==> src/rtl/sprite_ctrl_pkg.sv <==
// Shared types and operand layout for the per-frame sprite motion scheduler.
package sprite_ctrl_pkg;

   typedef enum logic [2:0] {
      IDLE   = 3'd0,
      APPLY  = 3'd1,
      MOVE   = 3'd2,
      ANIM   = 3'd3,
      COMMIT = 3'd4
   } state_e;

   typedef enum logic [1:0] {
      OP_SET_POS = 2'd0,
      OP_SET_VEL = 2'd1,
      OP_SET_RUN = 2'd2,
      OP_SET_POP = 2'd3
   } cmd_op_e;

   localparam int CMD_W     = 21;
   localparam int POS_X_LSB = 0;
   localparam int POS_X_W   = 11;
   localparam int POS_Y_LSB = 11;
   localparam int POS_Y_W   = 10;
   localparam int FLAG_BIT  = 0;

   // Signed width used for the position+velocity sum; covers both axes.
   localparam int STEP_W    = 13;

endpackage

==> src/rtl/axis_bounce.sv <==
// One-axis position step with clamp to [0, LIMIT] and velocity reflection; purely combinational.
module axis_bounce
   import sprite_ctrl_pkg::*;
#(
   parameter int CW    = 11,
   parameter int LIMIT = 1024,
   parameter int VEL_W = 5
) (
   input  logic              [CW-1:0]    pos_i,
   input  logic signed       [VEL_W-1:0] vel_i,
   output logic              [CW-1:0]    pos_o,
   output logic signed       [VEL_W-1:0] vel_o
);

   localparam logic signed [STEP_W-1:0] LIM_S   = STEP_W'(LIMIT);
   localparam logic signed [VEL_W-1:0]  VEL_MIN = VEL_W'(-(2 ** (VEL_W - 1)));
   localparam logic signed [VEL_W-1:0]  VEL_MAX = VEL_W'((2 ** (VEL_W - 1)) - 1);

   logic signed [STEP_W-1:0] nx;
   logic signed [VEL_W-1:0]  vel_neg;

   always_comb begin
      nx      = $signed({{(STEP_W - CW){1'b0}}, pos_i})
              + $signed({{(STEP_W - VEL_W){vel_i[VEL_W-1]}}, vel_i});
      // The most-negative velocity has no positive twin; saturate instead of wrapping.
      vel_neg = (vel_i == VEL_MIN) ? VEL_MAX : -vel_i;
      pos_o   = nx[CW-1:0];
      vel_o   = vel_i;
      if (nx[STEP_W-1]) begin
         pos_o = '0;
         vel_o = vel_neg;
      end else if (nx > LIM_S) begin
         pos_o = CW'(LIMIT);
         vel_o = vel_neg;
      end
   end

endmodule

==> src/rtl/sprite_motion_ctrl.sv <==
// Per-frame sprite scheduler: commands land in shadow state, then APPLY/MOVE/ANIM/COMMIT run once per
// frame from frame_start (outputs load 4 cycles later); commands stall (ready=0) outside IDLE.
module sprite_motion_ctrl
   import sprite_ctrl_pkg::*;
#(
   parameter int WIDTH       = 256,
   parameter int HEIGHT      = 256,
   parameter int H_ACTIVE    = 1280,
   parameter int V_ACTIVE    = 720,
   parameter int ANIM_FRAMES = 15,
   parameter int VEL_W       = 5
) (
   input  logic              pixel_clk_in,
   input  logic              rst_n_in,
   input  logic [10:0]       hcount_in,
   input  logic [9:0]        vcount_in,
   input  logic              cmd_valid_in,
   output logic              cmd_ready_out,
   input  logic [1:0]        cmd_op_in,
   input  logic [CMD_W-1:0]  cmd_data_in,
   output logic [10:0]       x_out,
   output logic [9:0]        y_out,
   output logic              pop_out,
   output logic              frame_tick_out
);

   localparam int X_MAX = H_ACTIVE - WIDTH;
   localparam int Y_MAX = V_ACTIVE - HEIGHT;
   localparam int AW    = (ANIM_FRAMES > 1) ? $clog2(ANIM_FRAMES) : 1;

   state_e                    state_q, state_d;
   logic [POS_X_W-1:0]        x_q, x_d, xo_q, xo_d, pend_x_q, pend_x_d, x_step;
   logic [POS_Y_W-1:0]        y_q, y_d, yo_q, yo_d, pend_y_q, pend_y_d, y_step;
   logic signed [VEL_W-1:0]   vx_q, vx_d, vy_q, vy_d, vx_step, vy_step;
   logic [AW-1:0]             anim_q, anim_d;
   logic                      pop_q, pop_d, popo_q, popo_d, pend_pop_q, pend_pop_d;
   logic                      pos_pend_q, pos_pend_d, pop_pend_q, pop_pend_d;
   logic                      pos_applied_q, pos_applied_d, run_q, run_d, tick_q, tick_d;
   logic                      frame_start;

   assign frame_start = (hcount_in == 11'(H_ACTIVE)) && (vcount_in == 10'(V_ACTIVE));

   axis_bounce #(.CW(POS_X_W), .LIMIT(X_MAX), .VEL_W(VEL_W)) u_axis_x (
      .pos_i(x_q), .vel_i(vx_q), .pos_o(x_step), .vel_o(vx_step)
   );

   axis_bounce #(.CW(POS_Y_W), .LIMIT(Y_MAX), .VEL_W(VEL_W)) u_axis_y (
      .pos_i(y_q), .vel_i(vy_q), .pos_o(y_step), .vel_o(vy_step)
   );

   always_comb begin
      state_d       = state_q;
      x_d           = x_q;
      y_d           = y_q;
      pop_d         = pop_q;
      vx_d          = vx_q;
      vy_d          = vy_q;
      run_d         = run_q;
      anim_d        = anim_q;
      pend_x_d      = pend_x_q;
      pend_y_d      = pend_y_q;
      pend_pop_d    = pend_pop_q;
      pos_pend_d    = pos_pend_q;
      pop_pend_d    = pop_pend_q;
      pos_applied_d = pos_applied_q;
      xo_d          = xo_q;
      yo_d          = yo_q;
      popo_d        = popo_q;
      // The frame wins a tie with a command; ready also stays low while reset is held.
      cmd_ready_out = rst_n_in && (state_q == IDLE) && !frame_start;

      unique case (state_q)
         IDLE: begin
            if (cmd_valid_in && cmd_ready_out) begin
               unique case (cmd_op_e'(cmd_op_in))
                  OP_SET_POS: begin
                     pend_x_d   = cmd_data_in[POS_X_LSB +: POS_X_W];
                     pend_y_d   = cmd_data_in[POS_Y_LSB +: POS_Y_W];
                     pos_pend_d = 1'b1;
                  end
                  OP_SET_VEL: begin
                     vx_d = cmd_data_in[0 +: VEL_W];
                     vy_d = cmd_data_in[VEL_W +: VEL_W];
                  end
                  OP_SET_RUN: run_d = cmd_data_in[FLAG_BIT];
                  OP_SET_POP: begin
                     pend_pop_d = cmd_data_in[FLAG_BIT];
                     pop_pend_d = 1'b1;
                  end
                  default: ;
               endcase
            end
            if (frame_start) state_d = APPLY;
         end
         APPLY: begin
            pos_applied_d = pos_pend_q;
            if (pos_pend_q) begin
               x_d        = (pend_x_q > 11'(X_MAX)) ? 11'(X_MAX) : pend_x_q;
               y_d        = (pend_y_q > 10'(Y_MAX)) ? 10'(Y_MAX) : pend_y_q;
               pos_pend_d = 1'b0;
            end
            if (pop_pend_q) begin
               pop_d      = pend_pop_q;
               anim_d     = '0;
               pop_pend_d = 1'b0;
            end
            state_d = MOVE;
         end
         MOVE: begin
            if (run_q && !pos_applied_q) begin
               x_d  = x_step;
               vx_d = vx_step;
               y_d  = y_step;
               vy_d = vy_step;
            end
            state_d = ANIM;
         end
         ANIM: begin
            if (run_q) begin
               if (anim_q == AW'(ANIM_FRAMES - 1)) begin
                  pop_d  = ~pop_q;
                  anim_d = '0;
               end else begin
                  anim_d = anim_q + AW'(1);
               end
            end
            state_d = COMMIT;
         end
         COMMIT: begin
            xo_d    = x_q;
            yo_d    = y_q;
            popo_d  = pop_q;
            state_d = IDLE;
         end
         default: state_d = IDLE;
      endcase

      tick_d = (state_d == COMMIT);
   end

   always_ff @(posedge pixel_clk_in or negedge rst_n_in) begin
      if (!rst_n_in) begin
         state_q       <= IDLE;
         x_q           <= 11'(X_MAX / 2);
         y_q           <= 10'(Y_MAX / 2);
         pop_q         <= 1'b1;
         xo_q          <= 11'(X_MAX / 2);
         yo_q          <= 10'(Y_MAX / 2);
         popo_q        <= 1'b1;
         vx_q          <= '0;
         vy_q          <= '0;
         run_q         <= 1'b1;
         anim_q        <= '0;
         pend_x_q      <= '0;
         pend_y_q      <= '0;
         pend_pop_q    <= 1'b0;
         pos_pend_q    <= 1'b0;
         pop_pend_q    <= 1'b0;
         pos_applied_q <= 1'b0;
         tick_q        <= 1'b0;
      end else begin
         state_q       <= state_d;
         x_q           <= x_d;
         y_q           <= y_d;
         pop_q         <= pop_d;
         xo_q          <= xo_d;
         yo_q          <= yo_d;
         popo_q        <= popo_d;
         vx_q          <= vx_d;
         vy_q          <= vy_d;
         run_q         <= run_d;
         anim_q        <= anim_d;
         pend_x_q      <= pend_x_d;
         pend_y_q      <= pend_y_d;
         pend_pop_q    <= pend_pop_d;
         pos_pend_q    <= pos_pend_d;
         pop_pend_q    <= pop_pend_d;
         pos_applied_q <= pos_applied_d;
         tick_q        <= tick_d;
      end
   end

   assign x_out          = xo_q;
   assign y_out          = yo_q;
   assign pop_out        = popo_q;
   assign frame_tick_out = tick_q;

endmodule
==> config.mk <==
export PLATFORM = sky130hd
export DESIGN_NAME = sprite_motion_ctrl
export DESIGN_NICKNAME = d
export VERILOG_FILES = /design/src/rtl/sprite_ctrl_pkg.sv /design/src/rtl/axis_bounce.sv /design/src/rtl/sprite_motion_ctrl.sv
export SDC_FILE = /design/constraint.sdc
export NUM_CORES = 1
export LEC_CHECK = 0
export CAP_MARGIN = 40
export CORE_AREA = 2 2 103 105
export CTS_BUF_LIST = sky130_fd_sc_hd__clkbuf_4 sky130_fd_sc_hd__clkbuf_8 sky130_fd_sc_hd__clkbuf_16
export DETAILED_ROUTE_END_ITERATION = 10
export DIE_AREA = 0 0 105 107
export GPL_TIMING_DRIVEN = 0
export PLACE_DENSITY = 0.82
export SLEW_MARGIN = 20
export SYNTH_ARGS = -nofsm -noshare
export SYNTH_HDL_FRONTEND = slang
export SYNTH_SLANG_ARGS = --single-unit
==> constraint.sdc <==
create_clock -name pixel_clk_in -period 4.97 [get_ports pixel_clk_in]
set_input_delay 0.994 -clock pixel_clk_in [delete_from_list [all_inputs] [get_ports pixel_clk_in]]
set_output_delay 0.994 -clock pixel_clk_in [all_outputs]
set_load 0.03 [all_outputs]
==> results.md <==
* Run status: finished clean
* Leak at 0.00282 µW
* Total grt overflow at 0
* Reg-to-Reg End: vy_q[2]
* Dominant synthesized flop cell: sky130_fd_sc_hd__dfrtp_1
* Largest vdd supply drop at 0.353 mV
* DP HPWL at 10,100 µm
* Final antenna-violating net count at 0
* Slowest cell delay on critical path at 0.68 ns
* Start-to-end type of the worst setup path: input pin to output port
* Wire length per cell after detailed routing at 17.7 µm
* Leading cell type in the layout, fill and taps excluded: sky130_fd_sc_hd__dfrtp_1
* RSZ-0062 raised after global routing: false
* Max Fanout on Critical Path at 3
* # rows at 37
* Critical path arrival at 2.96 ns
* Number of antenna violations at the first check in global routing at 0
* Number of enable flip-flop cells after synthesis at 0
* Vias at 4,719
* Post-synthesis instance area at 0.00544 mm²
* Number of distinct library cells after synthesis at 74
* Chip Width at 105 µm
* Die outline area at 0.0112 mm²
* Buffers & Inverters on Critical Path at 2
* Area share of the largest cell type after synthesis at 34.5%
* Iteration-0 DRC Markers at 308
* Worst slew margin relative to its limit at 44.2%
* First-pass GRT wire length at 21,700 µm
* Initial core utilization at 53.9%
* Min-delay src: pop_pend_q
* HP Class: flip-flop to flip-flop
* Final Max Slew Viols at 0
* Highest clock rate at 0.253 GHz
* First-pass iteration count of the detailed router at 5
* Post-cts sizing count at 0
* Number of H-tree levels at 3
* Global-route usage over all layers at 24.4%
* Proportion of layout cells with a drive suffix above 1 at 16.1%
* Number of buffers inserted by hold repair at cts at 0
* Post-Syn Nets at 607
* Largest area contributor in the netlist: sky130_fd_sc_hd__dfrtp_1
* Synthesis Warnings at 0
* Count of placed standard cells including taps at 738
* Endpoint type of the worst setup path: output port
* Final GP Congestion at 0.893
* Worst setup slack after placement at 0.998 ns
* Non-filler cells, final at 756
* Highest-count cells in the layout ignoring fill and taps: 75 x sky130_fd_sc_hd__dfrtp_1, 69 x sky130_fd_sc_hd__clkdlybuf4s50_1, 47 x sky130_fd_sc_hd__mux2_2
* Vias per Instance at 6.24
* Clock transition at the register clock pins on the worst setup and hold paths after CTS at 0.08 ns
* Clk Latency, worst-skew pair at 0.37 ns
* Min Tclk post-route at 3.95 ns
* Placed Area at 0.00633 mm²
* Post-layout nets at 691
* Sequence of cells on the critical path: clkdlybuf4s50_1, nor4bb_1, and4_1, a41oi_1, and3_1, clkdlybuf4s50_1
* Setup slack of the most critical reg-to-reg path at 1.69 ns
* Final non-filler cell area at 0.00656 mm²
* I/O pin cnt at 71
* Sequential-to-total area share from yosys stat at 40.8%
* Post-route clock period utilization at 79.6%
* Number of global-route vias before repair at 4,488
* Final sum of negative setup slack at 0 ns
* Setup Skew at 0.0107 ns
* Startpoint of the lowest-slack register-to-register path: vy_q[0]
* Number of buffers inserted by port buffering at 70
* Clock tree from TritonCTS: yes
* Cells taking the most area after synthesis: sky130_fd_sc_hd__dfrtp_1 35%, sky130_fd_sc_hd__mux2_2 9.7%, sky130_fd_sc_hd__dfstp_2 6.3%, sky130_fd_sc_hd__ha_1 6.2%, sky130_fd_sc_hd__a21oi_1 2.4%
* Transition time of the tightest slew-check pin at 0.835 ns
* Cell count after synthesis at 531
* Total power per unit cell area at 709 mW/mm²
* Number of stages on the worst hold path at 2
* Signed area change from the synthesized netlist to the final layout at 20.6%
* Mean area per synthesized cell at 10.2 µm²
* Max Root-Sink Buffers at 2
* Critical path data required time at 3.98 ns
* Number of CTS-inserted buffers at 9
* Clock Sink Count at 88
* Maximum number of pins on one net before global-route repair at 50
* Die height at 107 µm
* Worst path setup slack after routing at 1.02 ns
* Endpoint with the worst hold slack: pop_pend_q
* Number of setup buffers added after CTS at 0
* Layout Utilization at 65.0%
* Diodes inserted at 0
* Number of failing setup endpoints in the final timing report at 0
* Critical path's most frequent cell: sky130_fd_sc_hd__clkdlybuf4s50_1
* Proportion of synthesized flip-flops having asynchronous set or reset at 100%
* Depth of the worst register-to-register path at 11
* Clk root buf: sky130_fd_sc_hd__clkbuf_8
* Type of element launching the critical path: input pin
* Slowest CP cell: sky130_fd_sc_hd__clkdlybuf4s50_1
* Final hold violation count at 0
* Number of remaining DRC errors at 0
* Number of violations of the max-capacitance limit at 0
* Floorplan core area at 0.0101 mm²
* DRT Wirelength at 13,400 µm
* Cell family with the largest share of critical-path delay: buffers and inverters
* Flops & latches, synth at 88
[logic make-up (layout without fill, tap and decap cells)]
group	Yosys count	count (layout)	share of synthesized area, %
AOI/OAI and AO/OA	163	163	21.9
and+or+nand+nor	138	138	13.8
DFF	88	88	40.8
muxes	52	52	10.7
buffers and inverters	47	136	3.38
adders and majority gates	29	29	6.95
xor gates and xnor gates	14	14	2.39
[worst min-delay path: cells and delay by family, from the launching register on]
kind             cells  cell delay, ns
flip-flops           1            0.35
AND/OR/NAND/NOR      2            0.11
[state kept, by name, summed over array words and instances, names as in the netlist, 3 cells and up]
register  cells
anim_q        4
state_q       3
y_out        10
y_q          10
x_out        11
pend_y_q     10
x_q          11
vx_q          5
vy_q          5
pend_x_q     11
[metal layers]
| metal | wire length, µm | global-route usage, % | up-vias |
|---|---|---|---|
| met5 | 0 | 0 | - |
| met4 | 299 | 8.38 | 0 |
| met1 | 5730 | 32.2 | 2266 |
| met2 | 6360 | 40.5 | 223 |
| li1 | - | - | 2193 |
| met3 | 989 | 4.38 | 37 |
[cell type report]
type                            instances  area [µm²]
Fill cell                             833        3530
Multi-Input combinational cell        396        3040
Sequential cell                        88        2220
Timing Repair Buffer                   73         736
Tap cell                              136         170
Clock buffer                           12         159
Buffer                                 25         101
Inverter                               22        82.6
Clock inverter                          4        53.8
[Yosys cell counts (8+ instances only)]
| cell | count |
|---|---|
| sky130_fd_sc_hd__nand2_1 | 32 |
| sky130_fd_sc_hd__nor2_1 | 25 |
| sky130_fd_sc_hd__nand3_1 | 12 |
| sky130_fd_sc_hd__a21oi_1 | 26 |
| sky130_fd_sc_hd__a22oi_1 | 8 |
| sky130_fd_sc_hd__nor3_1 | 8 |
| sky130_fd_sc_hd__clkbuf_1 | 17 |
| sky130_fd_sc_hd__a211oi_1 | 9 |
| sky130_fd_sc_hd__a21o_1 | 14 |
| sky130_fd_sc_hd__xnor2_1 | 8 |
| sky130_fd_sc_hd__mux2_2 | 47 |
| sky130_fd_sc_hd__dfstp_2 | 13 |
| sky130_fd_sc_hd__inv_1 | 22 |
| sky130_fd_sc_hd__o211ai_1 | 8 |
| sky130_fd_sc_hd__dfrtp_1 | 75 |
| sky130_fd_sc_hd__o21ai_0 | 26 |
| sky130_fd_sc_hd__ha_1 | 27 |
[stage by stage]
step | hold WS [ns] | total power [µW]
floorplan | 0.443 | 3320
global placement | 0.454 | 3940
detailed placement | 0.461 | 4060
CTS | 0.482 | 4610
global route | 0.528 | 4970
finish | 0.482 | 4650
[report_power, final]
group / internal, µW / switching, µW
Combinational: 1150 / 1650
Sequential: 1050 / 276
Clock: 266 / 260
Total: 2460 / 2190
[worst max path at each step]
stage / start / to / slack, ns / depth (start not counted)
after floorplan: vcount_in[9] / cmd_ready_out / 2.05 / 4
after global placement: rst_n_in / cmd_ready_out / -1.52 / 3
after detailed placement: hcount_in[9] / cmd_ready_out / 1.0 / 5
after CTS: hcount_in[9] / cmd_ready_out / 0.98 / 5
after global routing: vcount_in[7] / cmd_ready_out / 0.91 / 6
final: vcount_in[7] / cmd_ready_out / 1.02 / 6
(Power assumes the default switching activity.)
==> edit: new RTL, config.mk and constraints unchanged <==
`VEL_W` is set to 5 in 2 places; all go to 3.
--- a/src/rtl/axis_bounce.sv
+++ b/src/rtl/axis_bounce.sv
@@ -6,3 +6,3 @@
    parameter int LIMIT = 1024,
-   parameter int VEL_W = 5
+   parameter int VEL_W = 3
 ) (
--- a/src/rtl/sprite_motion_ctrl.sv
+++ b/src/rtl/sprite_motion_ctrl.sv
@@ -10,3 +10,3 @@
    parameter int ANIM_FRAMES = 15,
-   parameter int VEL_W       = 5
+   parameter int VEL_W       = 3
 ) (
Behaviour: not the same (a bounded check fails within 10 cycles, from zero or initial values and one cycle with rst_n_in low).
==> edit against the original RTL <==
  * Critical path depth did not move
  * Count of clock-buffer cells in the layout is 3 lower
  * Sequential cell count is 4 lower
  * Wire length shrank 13%
  * Synthesized cell count is 11% lower
  * Synthesized area decreased by 8.0%
  * Fmax down 6.5%
  * Cell area decreased by 6.9%
  * Setup slack worse by 0.28 ns
  * Via count decreased by 13%
  * Power decreased by 10%
  * Non-clock buffer count down 14
  * Clock skew rose by 0.0043 ns
  * Highest routed layer unchanged
  * Critical path type unchanged
  * Final cell count fell by 7.9%
==> edit: results (changes against the original RTL) <==
yosysWarnings: 0  # unchanged
grt_max_degree: 51  # +2.0%
drc_errors: 0  # unchanged
max_slew.worst_pin.slew_ns: 0.775  # -0.0602 ns
dp.cells: 680  # -7.9%
cpPeakStageDelay_ns: 0.67
ys_types: 75  # +1.4%
fin_tns_setup_ns: 0  # unchanged
grtUsageTotal_pct: 21.7  # -2.6 points
clock_latency_ns: 0.37  # about the same
clock-skew-final_ns: 0.0149  # +0.00425 ns
worstPathArrival_ns: 3.24  # +0.28 ns
final_net_count: 631  # -8.7%
syn_nets: 549  # -9.6%
syn_avg_cell_area_um2: 10.6  # +3.3%
gp_congestion: 0.905  # +1.3%
ir_worst_vdd_mv: 0.281  # -20%
synthTopCellsByArea: "dfrtp_1 (36%), mux2_2 (10%), dfstp_2 (6.8%)"
cts_buffers: 9  # unchanged
drive_gt1_share_pct: 18.9  # +2.8 points
grt_pass1_wl_mm: 19.5  # -10%
clockBufferDepth: 2  # unchanged
detail_route.first_pass.iterations: 4  # -1
yosys-top-cells-count: "dfrtp_1 (71), mux2_2 (46), nand2_1 (36)"
leakagePower_nw: 2.62  # -7.1%
post_dp_cell_area_um2: 5900  # -6.9%
crit_family: "simple AND/OR/NAND/NOR gates"
cts-root-buf: "clkbuf_8"
worstPathMaxFanout: 4  # +1
vias_per_cell: 5.91  # -5.4%
num_vias: 4111  # -13%
place_ws_ns: 0.725  # -0.274 ns
crit_slowest_cell: "or4b_2"
run_status: "completed"
drtIter0Drc: 182  # -41%
hpwl_mm: 8.85  # -12%
antenna_cells: 0  # unchanged
clk_pin_slew_ns: 0.09
routed_wl_mm: 11.7  # -13%
post_cts_buffers: 0  # unchanged
cts_resized: 0  # unchanged
async_reset_ff_share_pct: 100  # unchanged
fillers: 855  # +2.6%
ys_seq_area_share_pct: 42.3  # +1.5 points
-- edit: cell count changes after synthesis, sizes merged, moves of 5 or more --
cell / delta
a21o: -7
a22o: -6
buf: -6
clkbuf: -6
nor2: -6
a31oi: -5
-- edit: logic make-up after synthesis --
kind of cell / count (synthesis) / synth area share [%]
flip-flops: 84 / 42.3
AO/OA/AOI/OAI: 138 / 19.9
multiplexers: 50 / 11.2
AND/OR/NAND/NOR: 125 / 13.6
XOR/XNOR: 12 / 2.25
buffers and inverters: 35 / 3.18
adder cells (fa/ha/maj): 29 / 7.55
-- edit: path summary, 6_finish.rpt --
kind	startpoint	to	slack, ns	cells after the start
min in group asynchronous	rst_n_in	y_out[4]$_DFFE_PN0N_	0.58	1
max reg2reg	vx_q[2]$_DFFE_PN0P_	vx_q[0]$_DFFE_PN0P_	1.50	9
max	vcount_in[3]	cmd_ready_out	0.74	6
min reg2reg	pop_pend_q$_DFFE_PN0P_	pop_pend_q$_DFFE_PN0P_	0.48	2
min	pop_pend_q$_DFFE_PN0P_	pop_pend_q$_DFFE_PN0P_	0.48	2
max in group asynchronous	rst_n_in	pop_out$_DFFE_PN1N_	3.72	2
-- edit: area by class of cell --
type                    count  area [µm²]  area share, %
plain buffers              13        76.3           1.25
clock inverters             7        82.6           1.35
inverters                  22        82.6           1.35
well taps                 136         170           2.79
flip-flops and latches     84        2120           34.7
repair buffers             71         726           11.9
multi-input cells         354        2730           44.7
clock buffers               9         124           2.03
-- edit: report_power, final --
group	internal (mW)	switching, mW
clock network	0.241	0.280
logic	1.05	1.32
registers	1.01	0.275
total	2.30	1.87
-- edit: metal layers --
metal  global-route usage, %  vias up  part of all wire [%]
li1                        -     1953                     -
met1                    28.1     2035                    44
met2                    36.6      103                    49
met3                    4.56       20                   4.8
met4                    6.95        0                   1.8
met5                       0        -                     0
